## src/rtl/boot_loader.sv

```systemverilog
// boot_loader: framed byte-stream loader feeding a RAM write port.
// A frame is a little-endian 32-bit base word address, a 32-bit word count
// and then the payload words. Each payload word becomes one single-cycle
// write strobe to consecutive word addresses.
// Optional feature macro: BOOT_LOADER_CHECKSUM_EN adds a trailing 4-byte XOR
// checksum to every frame and drives a sticky err flag; without it err is 0.
module boot_loader #(
  parameter int PBITS = 32,
  parameter int DBITS = 32
) (
  input  logic             clk,
  input  logic             reset_n,
  input  logic [7:0]       s_data,
  input  logic             s_valid,
  output logic             s_ready,
  output logic [PBITS-1:0] mem_addr,
  output logic [DBITS-1:0] mem_data,
  output logic             mem_en,
  output logic             mem_we,
  output logic             busy,
  output logic             done,
  output logic             err
);

`ifdef BOOT_LOADER_CHECKSUM_EN
  typedef enum logic [2:0] {
    ST_HDR_ADDR, ST_HDR_COUNT, ST_DATA, ST_WRITE, ST_SUM, ST_DONE
  } state_t;
  // Frames end with the checksum word.
  localparam state_t ST_TAIL = ST_SUM;
`else
  typedef enum logic [2:0] {
    ST_HDR_ADDR, ST_HDR_COUNT, ST_DATA, ST_WRITE, ST_DONE
  } state_t;
  // Frames end right after the last payload word.
  localparam state_t ST_TAIL = ST_DONE;
`endif

  state_t            state_q;
  state_t            state_n;
  logic [1:0]        byte_cnt_q;
  // Holds the first three bytes of the word being collected, newest on top.
  logic [23:0]       shift_q;
  logic [31:0]       word_in;
  logic              accept;
  logic              last_byte;
  logic [PBITS-1:0]  addr_q;
  logic [31:0]       count_q;

  // The complete word as it stands once the byte on s_data is accepted.
  assign word_in   = {s_data, shift_q};
  assign accept    = s_valid && s_ready;
  assign last_byte = accept && (byte_cnt_q == 2'd3);

  // State register.
  always_ff @(posedge clk) begin
    if (!reset_n) state_q <= ST_HDR_ADDR;
    else          state_q <= state_n;
  end

  // Next-state decode and the combinational ready.
  always_comb begin
    state_n = state_q;
    s_ready = 1'b0;
    case (state_q)
      ST_HDR_ADDR: begin
        s_ready = 1'b1;
        if (last_byte) state_n = ST_HDR_COUNT;
      end
      ST_HDR_COUNT: begin
        s_ready = 1'b1;
        if (last_byte) state_n = (word_in == 32'd0) ? ST_TAIL : ST_DATA;
      end
      ST_DATA: begin
        s_ready = 1'b1;
        if (last_byte) state_n = ST_WRITE;
      end
      ST_WRITE: begin
        state_n = (count_q == 32'd1) ? ST_TAIL : ST_DATA;
      end
`ifdef BOOT_LOADER_CHECKSUM_EN
      ST_SUM: begin
        s_ready = 1'b1;
        if (last_byte) state_n = ST_DONE;
      end
`endif
      ST_DONE: begin
        state_n = ST_HDR_ADDR;
      end
      default: begin
        state_n = ST_HDR_ADDR;
      end
    endcase
  end

  // Byte collection, header registers, write strobe and status outputs.
  always_ff @(posedge clk) begin
    if (!reset_n) begin
      byte_cnt_q <= 2'd0;
      shift_q    <= '0;
      addr_q     <= '0;
      count_q    <= '0;
      mem_addr   <= '0;
      mem_data   <= '0;
      mem_en     <= 1'b0;
      mem_we     <= 1'b0;
      busy       <= 1'b0;
      done       <= 1'b0;
    end else begin
      // The byte counter restarts whenever the state changes.
      if (state_n != state_q) byte_cnt_q <= 2'd0;
      else if (accept)        byte_cnt_q <= byte_cnt_q + 2'd1;

      if (accept) shift_q <= word_in[31:8];

      mem_en <= 1'b0;
      mem_we <= 1'b0;
      done   <= (state_n == ST_DONE);

      if (state_q == ST_DONE) busy <= 1'b0;
      else if (accept)        busy <= 1'b1;

      case (state_q)
        ST_HDR_ADDR: begin
          if (last_byte) addr_q <= PBITS'(word_in);
        end
        ST_HDR_COUNT: begin
          if (last_byte) count_q <= word_in;
        end
        ST_DATA: begin
          // Issue the strobe on the same edge as the 4th byte so the
          // write occupies exactly the WRITE cycle.
          if (last_byte) begin
            mem_en   <= 1'b1;
            mem_we   <= 1'b1;
            mem_addr <= addr_q;
            mem_data <= DBITS'(word_in);
          end
        end
        ST_WRITE: begin
          addr_q  <= addr_q + PBITS'(1);
          count_q <= count_q - 32'd1;
        end
        default: begin
        end
      endcase
    end
  end

`ifdef BOOT_LOADER_CHECKSUM_EN
  logic [31:0] sum_q;

  // Running XOR over header and payload words; err latches the verdict.
  always_ff @(posedge clk) begin
    if (!reset_n) begin
      sum_q <= '0;
      err   <= 1'b0;
    end else begin
      if (accept && (state_q == ST_HDR_ADDR) && (byte_cnt_q == 2'd0)) err <= 1'b0;
      if (last_byte) begin
        case (state_q)
          ST_HDR_ADDR:           sum_q <= word_in;
          ST_HDR_COUNT, ST_DATA: sum_q <= sum_q ^ word_in;
          ST_SUM:                err   <= (word_in != sum_q);
          default: begin
          end
        endcase
      end
    end
  end
`else
  assign err = 1'b0;
`endif

endmodule

```

## config.mk

```make
export PLATFORM = sky130hd
export DESIGN_NAME = boot_loader
export DESIGN_NICKNAME = d
export VERILOG_FILES = /design/src/rtl/boot_loader.sv
export SDC_FILE = /design/constraint.sdc
export NUM_CORES = 1
export LEC_CHECK = 0
export CORE_MARGIN = 8
export CORE_UTILIZATION = 34
export DETAILED_ROUTE_END_ITERATION = 10
export PLACE_DENSITY_LB_ADDON = 0.05
export SLEW_MARGIN = 20
export SYNTH_ARGS = -nofsm -noshare
export SYNTH_HDL_FRONTEND = slang
export SYNTH_SLANG_ARGS = --single-unit
```

## constraint.sdc

```tcl
create_clock -name clk -period 1.9 [get_ports clk]
set_input_delay 0.38 -clock clk [delete_from_list [all_inputs] [get_ports clk]]
set_output_delay 0.38 -clock clk [all_outputs]
set_load 0.005 [all_outputs]
```

== Word-level counts from Yosys, hierarchy flattened ==
Index checks and enable logic that the tools add are counted.
Operators by class
  equality and inequality tests: 10
  bitwise logic cells: 1
  add/subtract/negate cells: 3
  reduce and logical (&&, ||, !) cells: 13
  mux-type cells: 11
Operators by type and width (count)
  $pmux 32 s2: 2
  $add 32x1->32 const B: 1
  $eq 32x1->1 const B: 1
  $logic_not 32->1: 1
  $mux 32: 1
  $sub 32x1->32 const B: 1
  $mux 3: 5
  $pmux 3 s4: 1
  $reduce_and 2->1: 4
  $eq 3x2->1 const B: 2
  $eq 3x3->1 const B: 2
  $ne 2x2->1 const B: 2
  $reduce_bool 2->1: 2
  $reduce_or 2->1: 2
  $eq 3x1->1 const B: 1
  $logic_not 3->1: 1
  $ne 3x3->1: 1
  $reduce_or 3->1: 1
  $add 2x1->2 const B: 1
  $eq 2x2->1 const B: 1
  $logic_and 1x1->1: 2
  $mux 1: 2
  $not 1->1: 1
Word-level totals
  input bits: 11
  output and inout bits: 70
  register bits: 160
  word-level logic and storage cells: 48

== Depth between registers and ports, before layout ==
Gate-level depths: netlist of run 1.
  depth in word-level cells: 9
  depth in mapped cells: 8
  gate-level depth less buffers: 7

== Worst setup path after synthesis of run 1 ==
OpenSTA, ideal clock, no wires.
  path kind: register -> register
  from: register count_q[12]
  to: register count_q[29]
  buffers on the path: 1
  cell stages (with the launch flop): 7
  data arrival time: 1.928 ns
  data required time: 1.821 ns
  slack: -0.107 ns
  period minus slack after synthesis: 2.007 ns
  setup time: 0.079 ns
  cell sequence: dfxtp_1 nor4_4 nand4_2 or3b_1 clkbuf_2 or4_1 o211ai_1
On the way
  cells in the longest elaborated chain, start to end: 2
RTL lines
  from (decl): RTL line 48  | logic [31:0] count_q;
  from (signal assigned): RTL line 128  | if (last_byte) count_q <= word_in;
  from (signal assigned): RTL line 142  | count_q <= count_q - 32'd1;
  $sub 32x1->32: RTL line 142
  $pmux 32 s2: RTL line 123  | case (state_q)
Every way passes these cells.
A chain may end at the register's enable or synchronous reset.

== Worst setup path in the final report of run 1 ==
  from: register count_q[6]
  to: register count_q[29]
The elaborated chain is that of the path after synthesis.

==> flow_summary.json, run 1 <==
{
  "num-nets-final": 1086,
  "post_synth_fa_ha_maj_area_fraction": 0.00709,
  "drv_slew": 0,
  "clock_sinks": 160,
  "synth_area_per_cell_um2": 7.80,
  "synthSimpleGateAreaFrac": 0.270,
  "arrival_ns": 2.28,
  "yosys-mux-area-fraction": 0.0124,
  "cts_inserted_buffers": 17,
  "timing.final.crit_share": 1.02,
  "die_h_um": 160,
  "largest_family_of_logic_cells_by_synthesized_area": "simple AND/OR/NAND/NOR gates",
  "port-buffer-count": 79,
  "max-clock-path-buffers": 2,
  "grt_max_degree": 65,
  "clkLatencyLatePin_ns": 0.43,
  "fraction_of_registers_with_async_set_or_reset_after_synthesis": 0,
  "worst_skew_ns": 0.00860,
  "cp_slowest_cell": "sky130_fd_sc_hd__or3b_4",
  "worst_path_dominant_cell_family": "simple AND/OR/NAND/NOR gates",
  "power-per-cell-area_mw_per_mm2": 730,
  "insertedDiodeCount": 0,
  "tritoncts": "built",
  "crit_path_max_fanout": 4,
  "cells_along_the_critical_path": "nor4_4 -> nand4_2 -> or3b_4 -> or4_4 -> o211ai_1",
  "finalPower_mw": 7.11,
  "fillCellCount": 2060,
  "yosys_reg_bits": 160,
  "power.ir.vdd_worst_v": 0.000624,
  "run_status": "finished, violations left",
  "setup_viol": 1,
  "core-area_mm2": 0.0203,
  "finalWorstPathRequiredPeriod_ns": 1.93,
  "syn_to_final_growth_pct": 37.9,
  "grt_pass1_vias": 6727,
  "synth_compound_gate_area_share": 0.214,
  "drt-wirelength-per-cell_um": 18.1,
  "post_synth_inst_count": 905,
  "synth_flop_cell": "sky130_fd_sc_hd__dfxtp_1",
  "design.portCount": 81,
  "synth_xor_area_frac": 0.00496,
  "grt_first_pass_wirelength_mm": 38.8,
  "crit_type": "flop to flop",
  "die_x_um": 160,
  "globalRoute.totalOverflow": 0,
  "fmax_ghz": 0.518,
  "slowest_delay_ns": 0.45,
  "floorplan.die_area_mm2": 0.0256,
  "clk_pin_slew_ns": 0.07,
  "drtIter0Drc": 462,
  "finalWorstSetupSlack_ns": -0.0305,
  "drc": 0,
  "tns_ns": -0.0305,
  "synth_cell_type_count": 61,
  "routed_wl_mm": 24.4,
  "layout.cell_area.non_filler_mm2": 0.00974,
  "final_hold_viol_count": 0,
  "synth-edff-count": 0,
  "core.rowCount": 52,
  "grt_use_total": 0.188,
  "place_area_mm2": 0.00903,
  "synth_warnings": 0,
  "required_ns": 2.25,
  "net_count_after_synthesis": 920,
  "clock-root-buffer": "sky130_fd_sc_hd__clkbuf_16",
  "critical_path_buffers_and_inverters": 0,
  "leakagePower_nw": 3.51,
  "yosysSeqAreaShare": 0.453,
  "gpl.final_weighted_congestion": 0.841,
  "start_kind": "flop",
  "post_route_cells_drive_above_1_share": 0.195,
  "htree_num_levels": 4,
  "place.detailed.hpwl_mm": 17.0,
  "initial_standard_cell_utilization_of_the_core": 0.348,
  "drt.antenna.violating_nets": 0,
  "min-delay-path-class": "flop to flop",
  "overall_via_count_from_detail_route": 7184,
  "viasPerCell": 5.31,
  "violations": "setup timing",
  "grt_antenna_before_repair": 0,
  "cap_violations": 0,
  "detailedRoute.firstPassIterationCount": 5,
  "mappedNetlistArea_mm2": 0.00706,
  "rsz0062_at_grt": "yes",
  "timing.critical_path.to_type": "flop"
}
==> state kept, by name, summed over array words and instances, names as in the netlist <==
name,flops
state_q,3
count_q,32
mem_we,1
done,1
shift_q,24
addr_q,32
mem_data,32
busy,1
mem_addr,32
byte_cnt_q,2
==> Yosys cell counts (3+ instances only) <==
library cell	count	area, um^2
sky130_fd_sc_hd__nand3_1	23	115
sky130_fd_sc_hd__nor3_1	19	95.1
sky130_fd_sc_hd__a22oi_1	5	37.5
sky130_fd_sc_hd__or3_1	11	68.8
sky130_fd_sc_hd__o211ai_1	15	113
sky130_fd_sc_hd__or4_1	6	45.0
sky130_fd_sc_hd__inv_1	4	15.0
sky130_fd_sc_hd__o21a_1	9	67.6
sky130_fd_sc_hd__and4_1	3	26.3
sky130_fd_sc_hd__nand3b_1	4	30.0
sky130_fd_sc_hd__a32oi_1	5	43.8
sky130_fd_sc_hd__a31oi_1	12	75.1
sky130_fd_sc_hd__nor4_1	12	75.1
sky130_fd_sc_hd__nand2b_1	5	31.3
sky130_fd_sc_hd__a21oi_1	138	691
sky130_fd_sc_hd__a311oi_1	4	35.0
sky130_fd_sc_hd__a221oi_1	3	26.3
sky130_fd_sc_hd__nand4_1	13	81.3
sky130_fd_sc_hd__xor2_1	3	26.3
sky130_fd_sc_hd__and3_1	16	100
sky130_fd_sc_hd__buf_1	4	15.0
sky130_fd_sc_hd__ha_1	4	50.1
sky130_fd_sc_hd__o21ai_0	28	140
sky130_fd_sc_hd__a2bb2oi_1	3	26.3
sky130_fd_sc_hd__a211oi_1	7	52.6
sky130_fd_sc_hd__and2_1	8	50.1
sky130_fd_sc_hd__mux2_2	6	67.6
sky130_fd_sc_hd__dfxtp_1	160	3200
sky130_fd_sc_hd__clkbuf_1	56	210
sky130_fd_sc_hd__o311ai_0	5	43.8
sky130_fd_sc_hd__nor2_1	37	139
sky130_fd_sc_hd__a41oi_1	4	35.0
sky130_fd_sc_hd__nand2_1	236	886
==> what timing repair did <==
item                                   CTS  global route
pin swaps                                4             4
hold buffers                             0             0
setup buffers                            1             6
endpoints found under the hold margin    0             0
setup endpoints to repair                8            28
gates resized for setup                 13            23
==> worst paths after layout <==
kind / to / start / slack (ns) / depth (start not counted)
setup / recovery: count_q[29]$_SDFFE_PN0P_ / count_q[6]$_SDFFE_PN0P_ / -0.03 / 5
hold / removal: mem_addr[12]$_SDFFE_PN0P_ / mem_addr[12]$_SDFFE_PN0P_ / 0.45 / 2
setup reg to reg: count_q[29]$_SDFFE_PN0P_ / count_q[6]$_SDFFE_PN0P_ / -0.03 / 5
hold reg to reg: mem_addr[12]$_SDFFE_PN0P_ / mem_addr[12]$_SDFFE_PN0P_ / 0.45 / 2
==> placed cells by master, fill, tap and decap left out, types with 6 or more instances in the layout <==
cell type / instances
sky130_fd_sc_hd__clkdlybuf4s50_1: 78
sky130_fd_sc_hd__dfxtp_2: 6
sky130_fd_sc_hd__nand4_1: 13
sky130_fd_sc_hd__nand2_1: 234
sky130_fd_sc_hd__a31oi_1: 12
sky130_fd_sc_hd__buf_4: 121
sky130_fd_sc_hd__nor2_1: 36
sky130_fd_sc_hd__mux2_2: 6
sky130_fd_sc_hd__a211oi_1: 7
sky130_fd_sc_hd__o21a_1: 9
sky130_fd_sc_hd__clkbuf_16: 17
sky130_fd_sc_hd__and3_1: 15
sky130_fd_sc_hd__or3_1: 9
sky130_fd_sc_hd__o21ai_0: 27
sky130_fd_sc_hd__buf_12: 9
sky130_fd_sc_hd__nor4_1: 11
sky130_fd_sc_hd__a21oi_1: 138
sky130_fd_sc_hd__nand3_1: 21
sky130_fd_sc_hd__and2_1: 9
sky130_fd_sc_hd__dfxtp_1: 153
sky130_fd_sc_hd__o211ai_1: 15
sky130_fd_sc_hd__nor3_1: 16
==> through the flow <==
step | hold slack, ns | setup WS, ns | util | std cells
finish | 0.452 | -0.0305 | 0.480 | 1354
global route | 0.473 | -0.115 | 0.480 | 1354
CTS | 0.455 | -0.00992 | 0.475 | 1348
detailed placement | 0.446 | -0.248 | 0.445 | 1315
global placement | 0.443 | -0.263 | 0.445 | 1315
floorplan | 0.437 | 0.00673 | - | 905
==> cells by family after synthesis <==
logic type,Yosys count
AO/OA/AOI/OAI,251
XOR/XNOR,4
adder cells (fa/ha/maj),4
buffers and inverters,68
flip-flops,160
multiplexers,8
other,1
AND/OR/NAND/NOR,409
==> tightest hold or removal path, cell delays in order, from the launching register on <==
cell and delay, ns:
sky130_fd_sc_hd__dfxtp_1 0.31, sky130_fd_sc_hd__nand2_1 0.05, sky130_fd_sc_hd__a21oi_1 0.05
==> report_power, final <==
group / total (mW) / switching (mW) / internal, mW
registers: 3.40 / 0.0233 / 3.38
clock network: 3.37 / 1.51 / 1.86
logic: 0.335 / 0.210 / 0.125
total: 7.11 / 1.74 / 5.37
==> layout make-up <==
type / count / area, um^2 / area share
clock buffers: 19 / 443 / 0.0455
clock inverters: 13 / 126 / 0.0130
inverters: 5 / 21.3 / 0.00218
multi-input cells: 677 / 3710 / 0.381
flip-flops and latches: 160 / 3210 / 0.330
well taps: 270 / 338 / 0.0347
repair buffers: 210 / 1890 / 0.194
==> layer usage <==
metal  global-route usage  vias up  wire length [um]
met5                    0        -                 0
met1                0.247     3432             11300
met2                0.305      171             11600
li1                     -     3552                 -
met4               0.0633        0               442
met3               0.0334       29              1110
Power figures use the tool's default switching activity.
==> run 2: changes to the inputs <==
Settings changed: GPL_TIMING_DRIVEN set to 0, SKIP_LAST_GASP set to 1.
Clock period 1.9 ns to 2 ns, I/O delays scaled along.
==> flow_summary.json, run 2 (synthesis results as in run 1) <==
{
  "insertedDiodeCount": 0,
  "slowest_delay_ns": 0.53,
  "drtIter0Drc": 516,
  "slew_headroom": 0.411,
  "cp_slowest_cell": "sky130_fd_sc_hd__or4_4",
  "cells_along_the_critical_path": "or3_4 -> or3_4 -> or4_4 -> o21ai_2 -> a21oi_1",
  "layout.area.seq_mm2": 0.00322,
  "globalRoute.totalOverflow": 0,
  "clk_pin_slew_ns": 0.06,
  "finalPower_mw": 7.24,
  "routed_wl_mm": 26.0,
  "die_h_um": 160,
  "port-buffer-count": 78,
  "crit_type": "flop to flop",
  "share_of_total_power_consumed_by_net_switching": 0.224,
  "min-delay-path-class": "flop to flop",
  "syn_to_final_growth_pct": 31.9,
  "quantity_of_hold_fixing_buffers_added_after_cts": 0,
  "grt_max_degree": 17,
  "grt_antenna_before_repair": 0,
  "cap_violations": 0,
  "total_switching_power_mw": 1.62,
  "start_kind": "flop",
  "timing.critical_path.to_type": "flop",
  "initial_standard_cell_utilization_of_the_core": 0.348,
  "viasPerCell": 5.48,
  "seq_power_share": 0.453,
  "drc": 0,
  "timing.final.crit_share": 0.991,
  "num-nets-final": 1036,
  "design.portCount": 81,
  "drt-wirelength-per-cell_um": 20.0,
  "gpl.final_weighted_congestion": 0.861,
  "final_cell_mix": "sky130_fd_sc_hd__nand2_1 (233), sky130_fd_sc_hd__dfxtp_1 (151), sky130_fd_sc_hd__a21oi_1 (137), sky130_fd_sc_hd__clkdlybuf4s50_1 (77), sky130_fd_sc_hd__nor2_1 (33)",
  "core.rowCount": 52,
  "worst_skew_ns": 0.00867,
  "core-area_mm2": 0.0203,
  "cell_internal_pwr_mw": 5.61,
  "overall_via_count_from_detail_route": 7140,
  "drv_slew": 0,
  "timing.critical_path.mode_cell": "sky130_fd_sc_hd__or3_4",
  "tritoncts": "built",
  "fillCellCount": 2137,
  "finalWorstPathRequiredPeriod_ns": 1.98,
  "leakagePower_nw": 3.23,
  "power.ir.vdd_worst_v": 0.000597,
  "crit_path_max_fanout": 5,
  "max_slew.worst_pin.slew_ns": 0.884,
  "htree_num_levels": 4,
  "clock-root-buffer": "sky130_fd_sc_hd__clkbuf_16",
  "setup_viol": 0,
  "max-clock-path-buffers": 2,
  "clock_sinks": 160,
  "grt_first_pass_wirelength_mm": 40.8,
  "arrival_ns": 2.30,
  "detailedRoute.firstPassIterationCount": 5,
  "rsz0062_at_grt": "yes",
  "multi_input_comb_area_mm2": 0.00383,
  "grt_use_total": 0.202,
  "place.detailed.hpwl_mm": 18.3,
  "comb_power_share": 0.032,
  "drt.antenna.violating_nets": 0,
  "most_common_library_cell_in_the_layout_ignoring_fill_and_taps": "sky130_fd_sc_hd__nand2_1",
  "finalCoreUtilization": 0.459,
  "floorplan.die_area_mm2": 0.0256,
  "power-per-cell-area_mw_per_mm2": 777,
  "final_hold_viol_count": 0,
  "grt_pass1_vias": 6752,
  "die_x_um": 160,
  "post_route_cells_drive_above_1_share": 0.146,
  "run_status": "completed",
  "p_clk_frac": 0.515,
  "cts_inserted_buffers": 17,
  "fmax_ghz": 0.504,
  "required_ns": 2.32,
  "clkLatencyLatePin_ns": 0.44
}
==> run 2: changes by cell type in the layout (fill, tap and decap cells not counted), moves of 3 or more <==
cell / change
sky130_fd_sc_hd__buf_4: -98
sky130_fd_sc_hd__clkbuf_2: +27
sky130_fd_sc_hd__clkbuf_1: +20
sky130_fd_sc_hd__buf_12: -9
sky130_fd_sc_hd__bufinv_16: +5
sky130_fd_sc_hd__clkbuf_4: +5
sky130_fd_sc_hd__nor3_1: -5
sky130_fd_sc_hd__nor3_4: +5
sky130_fd_sc_hd__inv_6: -3
sky130_fd_sc_hd__nor2_1: -3
sky130_fd_sc_hd__o311ai_1: -3
==> run 2: stage by stage <==
stage	cells	setup slack (ns)	setup TNS (ns)	instance area [um^2]	hold WS, ns
6_report	1302	0.0171	0	9310	0.452
4_1_cts	1293	-0.0873	-0.753	9120	0.455
2_1_floorplan	905	0.0248	0	7060	0.437
3_5_place_dp	1253	-0.857	-86.65	8180	0.446
3_3_place_gp	1253	-0.892	-88.02	8180	0.443
5_1_grt	1302	-0.0517	-0.270	9310	0.473
==> run 2: final cells by class <==
type | count | area share
Clock buffer | 17 | 0.0457
Clock inverter | 13 | 0.0253
Timing Repair Buffer | 102 | 0.104
Buffer | 58 | 0.0301
Tap cell | 270 | 0.0363
Inverter | 5 | 0.00202
Multi-Input combinational cell | 677 | 0.411
Sequential cell | 160 | 0.346
==> run 2: routing by layer <==
layer	global-route usage	routed length, um	vias up
met5	0	0	-
met3	0.0470	1510	51
met1	0.256	11600	3401
met2	0.324	12000	234
li1	-	-	3454
met4	0.0837	826	0
==> run 2: critical path: cells and delay by family, from the launching register on <==
family,cells,cell delay [ns]
DFF,1,0.35
and+or+nand+nor,3,1.32
AOI/OAI and AO/OA,2,0.19
==> run 2: power groups by stage <==
| stage | Combinational (mW) | Sequential [mW] | Clock (mW) |
|---|---|---|---|
| finish | 0.234 | 3.27 | 3.73 |
| global route | 0.252 | 3.27 | 3.92 |
| CTS | 0.228 | 3.27 | 3.77 |
| detailed placement | 0.225 | 3.35 | 0 |
| global placement | 0.226 | 3.35 | 0 |
| floorplan | 0.120 | 3.31 | 0 |
==> run 2: timing repair <==
action,in CTS,in global routing
endpoints found under the setup margin,148,132
resized for setup,57,67
buffers inserted,14,10
pin swaps,11,12
==> run 2: path summary, 6_finish.rpt <==
kind                             startpoint                         to  slack [ns]  depth (start not counted)
setup reg to reg   count_q[27]$_SDFFE_PN0P_      state_q[1]$_SDFF_PN0_        0.02                          5
hold reg to reg   mem_addr[14]$_SDFFE_PN0P_  mem_addr[14]$_SDFFE_PN0P_        0.45                          2
hold / removal    mem_addr[14]$_SDFFE_PN0P_  mem_addr[14]$_SDFFE_PN0P_        0.45                          2
setup / recovery   count_q[27]$_SDFFE_PN0P_      state_q[1]$_SDFF_PN0_        0.02                          5
==> run 3: changes to the inputs <==
Settings changed: ABC_AREA set to 1.
Clock period 2 ns to 1.7 ns, I/O delays scaled along.
==> flow_summary.json, run 3 <==
{
  "most_common_library_cell_in_the_layout_ignoring_fill_and_taps": "sky130_fd_sc_hd__nand2_1",
  "post_synth_inst_count": 1270,
  "synth_flop_cell": "sky130_fd_sc_hd__dfxtp_1",
  "tritoncts": "built",
  "critical_path_buffers_and_inverters": 1,
  "cap_violations": 0,
  "ys_top_cells_by_area": "sky130_fd_sc_hd__dfxtp_1 (39%), sky130_fd_sc_hd__nand2_1 (14%), sky130_fd_sc_hd__nor2_1 (11%), sky130_fd_sc_hd__a21oi_1 (8.8%), sky130_fd_sc_hd__nand3_1 (6.2%)",
  "r2r_setup_slack_ns": 0.04,
  "largest_family_of_logic_cells_by_synthesized_area": "simple AND/OR/NAND/NOR gates",
  "post-synth-top-area-fraction": 0.394,
  "port-buffer-count": 79,
  "net_count_after_synthesis": 1285,
  "leakagePower_nw": 4.22,
  "synth-edff-count": 0,
  "synth_cell_count_leaders": "sky130_fd_sc_hd__nand2_1 (304), sky130_fd_sc_hd__nor2_1 (242), sky130_fd_sc_hd__dfxtp_1 (160)",
  "finalPower_mw": 8.20,
  "timing.final.crit_share": 0.981,
  "synth_compound_gate_area_share": 0.153,
  "grt_use_total": 0.222,
  "arrival_ns": 1.33,
  "floorplan.die_area_mm2": 0.0291,
  "die_x_um": 171,
  "synth_area_per_cell_um2": 6.40,
  "mappedNetlistArea_mm2": 0.00813,
  "worst_hold_path.endpoint": "mem_data[31]$_SDFFE_PN0P_",
  "cells_along_the_critical_path": "clkdlybuf4s50_1",
  "yosys_reg_bits": 160,
  "slew_headroom": 0.545,
  "p_clk_frac": 0.481,
  "core-area_mm2": 0.0235,
  "run_status": "completed",
  "drv_slew": 0,
  "fmax_ghz": 0.600,
  "synth_cell_type_count": 34,
  "yosysTopAreaCell": "sky130_fd_sc_hd__dfxtp_1",
  "globalRoute.busiestLayer": "met2",
  "start_kind": "flop",
  "final_hold_viol_count": 0,
  "post_synth_fa_ha_maj_area_fraction": 0.00615,
  "worstHoldStart": "s_data[7]",
  "globalRoute.totalOverflow": 0,
  "drc": 0,
  "comb_power_share": 0.046,
  "r2r_startpoint": "state_q[0]$_SDFF_PN0_",
  "total_switching_power_mw": 2.18,
  "synth_xor_area_frac": 0.00969,
  "core.rowCount": 56,
  "detailedRoute.firstPassIterationCount": 6,
  "max_slew.worst_pin.slew_ns": 0.682,
  "routed_wl_mm": 32.2,
  "power-per-cell-area_mw_per_mm2": 781,
  "grt_util_met3": 0.0489,
  "share_of_total_power_consumed_by_net_switching": 0.266,
  "yosysSeqAreaShare": 0.394,
  "reg2regPathDepth": 13,
  "place.detailed.hpwl_mm": 24.0,
  "gpl.final_weighted_congestion": 0.932,
  "fraction_of_registers_with_async_set_or_reset_after_synthesis": 0,
  "syn_to_final_growth_pct": 29.1,
  "finalCoreUtilization": 0.447,
  "globalRouteMet1Util": 0.304,
  "min-delay-path-class": "input port to flop",
  "power.ir.vdd_worst_v": 0.000638,
  "finalWorstSetupSlack_ns": 0.0321,
  "clk_pin_slew_ns": 0.07,
  "post_route_cells_drive_above_1_share": 0.137,
  "grt_pass1_vias": 8170,
  "clkLatencyLatePin_ns": 0.44,
  "grt_antenna_before_repair": 0,
  "worst_path_dominant_cell_family": "buffers and inverters",
  "clock_sinks": 160,
  "die_h_um": 171,
  "drtIter0Drc": 675,
  "synth_warnings": 0,
  "final_cell_mix": "sky130_fd_sc_hd__nand2_1 (295), sky130_fd_sc_hd__nor2_1 (218), sky130_fd_sc_hd__dfxtp_1 (139), sky130_fd_sc_hd__a21oi_1 (132), sky130_fd_sc_hd__nand3_1 (99)",
  "slowest_delay_ns": 0.53,
  "worst_skew_ns": 0.0121,
  "tns_ns": 0,
  "cell_internal_pwr_mw": 6.02,
  "design.portCount": 81,
  "r2r_endpoint": "addr_q[23]$_SDFFE_PN0P_",
  "required_ns": 1.36,
  "max-clock-path-buffers": 2,
  "seq_power_share": 0.473,
  "crit_path_max_fanout": 2,
  "clock-root-buffer": "sky130_fd_sc_hd__clkbuf_16",
  "rsz0062_at_grt": "yes",
  "synthSimpleGateAreaFrac": 0.351,
  "timing.hold.worst_path_depth": 3,
  "grt_max_degree": 19,
  "htree_num_levels": 4,
  "cp_slowest_cell": "sky130_fd_sc_hd__clkdlybuf4s50_1",
  "grt_first_pass_wirelength_mm": 49.0,
  "drt-wirelength-per-cell_um": 18.8,
  "cts_inserted_buffers": 17,
  "initial_standard_cell_utilization_of_the_core": 0.346,
  "yosys-mux-area-fraction": 0.00123,
  "groute.layer.met2.usage": 0.333,
  "timing.critical_path.to_type": "output pin",
  "viasPerCell": 5.10,
  "preCtsSetupSlack_ns": -0.828,
  "insertedDiodeCount": 0,
  "crit_type": "flop to output pin",
  "overall_via_count_from_detail_route": 8768,
  "num-nets-final": 1401,
  "finalWorstPathRequiredPeriod_ns": 1.67,
  "setup_viol": 0,
  "synthMostInstantiatedCell": "sky130_fd_sc_hd__nand2_1",
  "drt.antenna.violating_nets": 0
}
-- run 3: per-stage QoR --
| stage | hold slack [ns] | area [um^2] | instances |
|---|---|---|---|
| final | 0.390 | 10500 | 1718 |
| after global routing | 0.391 | 10500 | 1718 |
| after CTS | 0.463 | 10200 | 1710 |
| after detailed placement | 0.452 | 9320 | 1668 |
| after global placement | 0.450 | 9320 | 1668 |
| after floorplan | 0.454 | 8130 | 1270 |
-- run 3: layer usage --
metal | up-vias | part of all wire
met4 | 0 | 0.034
met3 | 59 | 0.067
met1 | 4080 | 0.48
met5 | - | 0
met2 | 286 | 0.42
li1 | 4343 | -
-- run 3: final cells by class --
type / instances / area (um^2)
clock inverter: 13 / 143
sequential: 160 / 3240
inverter: 107 / 417
fill: 2480 / 13000
buffer: 60 / 363
tap: 319 / 399
clock buffer: 19 / 443
timing repair buffer: 98 / 993
multi-input combinational: 942 / 4510
-- run 3: cell families after synthesis --
family,Yosys count
buffers and inverters,168
AOI/OAI and AO/OA,237
adders and majority gates,4
and+or+nand+nor,690
muxes,1
other,1
xor gates and xnor gates,9
DFF,160
-- run 3: worst register-to-register path: cells and delay by family (launching register included) --
family | cells | cell delay [ns]
flops | 1 | 0.36
buf+inv | 5 | 0.54
compound gates | 1 | 0.11
simple gates | 7 | 0.52
-- run 3: timing repair --
item	in CTS	in global routing
gates cloned	1	0
pin swaps	9	16
gates resized for setup	73	97
hold buffers	0	0
setup endpoints to repair	132	129
buffers inserted	10	8
-- run 3: worst max-delay path by stage --
stage | startpoint | end | slack, ns | cells past startpoint
floorplan | count_q[0]$_SDFFE_PN0P_ | count_q[30]$_SDFFE_PN0P_ | 0.19 | 9
global placement | reset_n | count_q[18]$_SDFFE_PN0P_ | -0.86 | 5
detailed placement | reset_n | count_q[18]$_SDFFE_PN0P_ | -0.83 | 5
CTS | state_q[1]$_SDFF_PN0_ | addr_q[22]$_SDFFE_PN0P_ | -0.02 | 9
global route | byte_cnt_q[1]$_SDFFE_PP0P_ | addr_q[21]$_SDFFE_PN0P_ | -0.05 | 12
finish | mem_addr[27]$_SDFFE_PN0P_ | mem_addr[27] | 0.03 | 1
-- run 3: power by group through the flow --
stage,registers (mW),logic (mW),clock network [mW]
2_1_floorplan,3.92,0.191,0
3_3_place_gp,3.97,0.358,0
3_5_place_dp,3.96,0.356,0
4_1_cts,3.88,0.368,4.00
5_1_grt,3.88,0.406,4.15
6_report,3.88,0.375,3.94
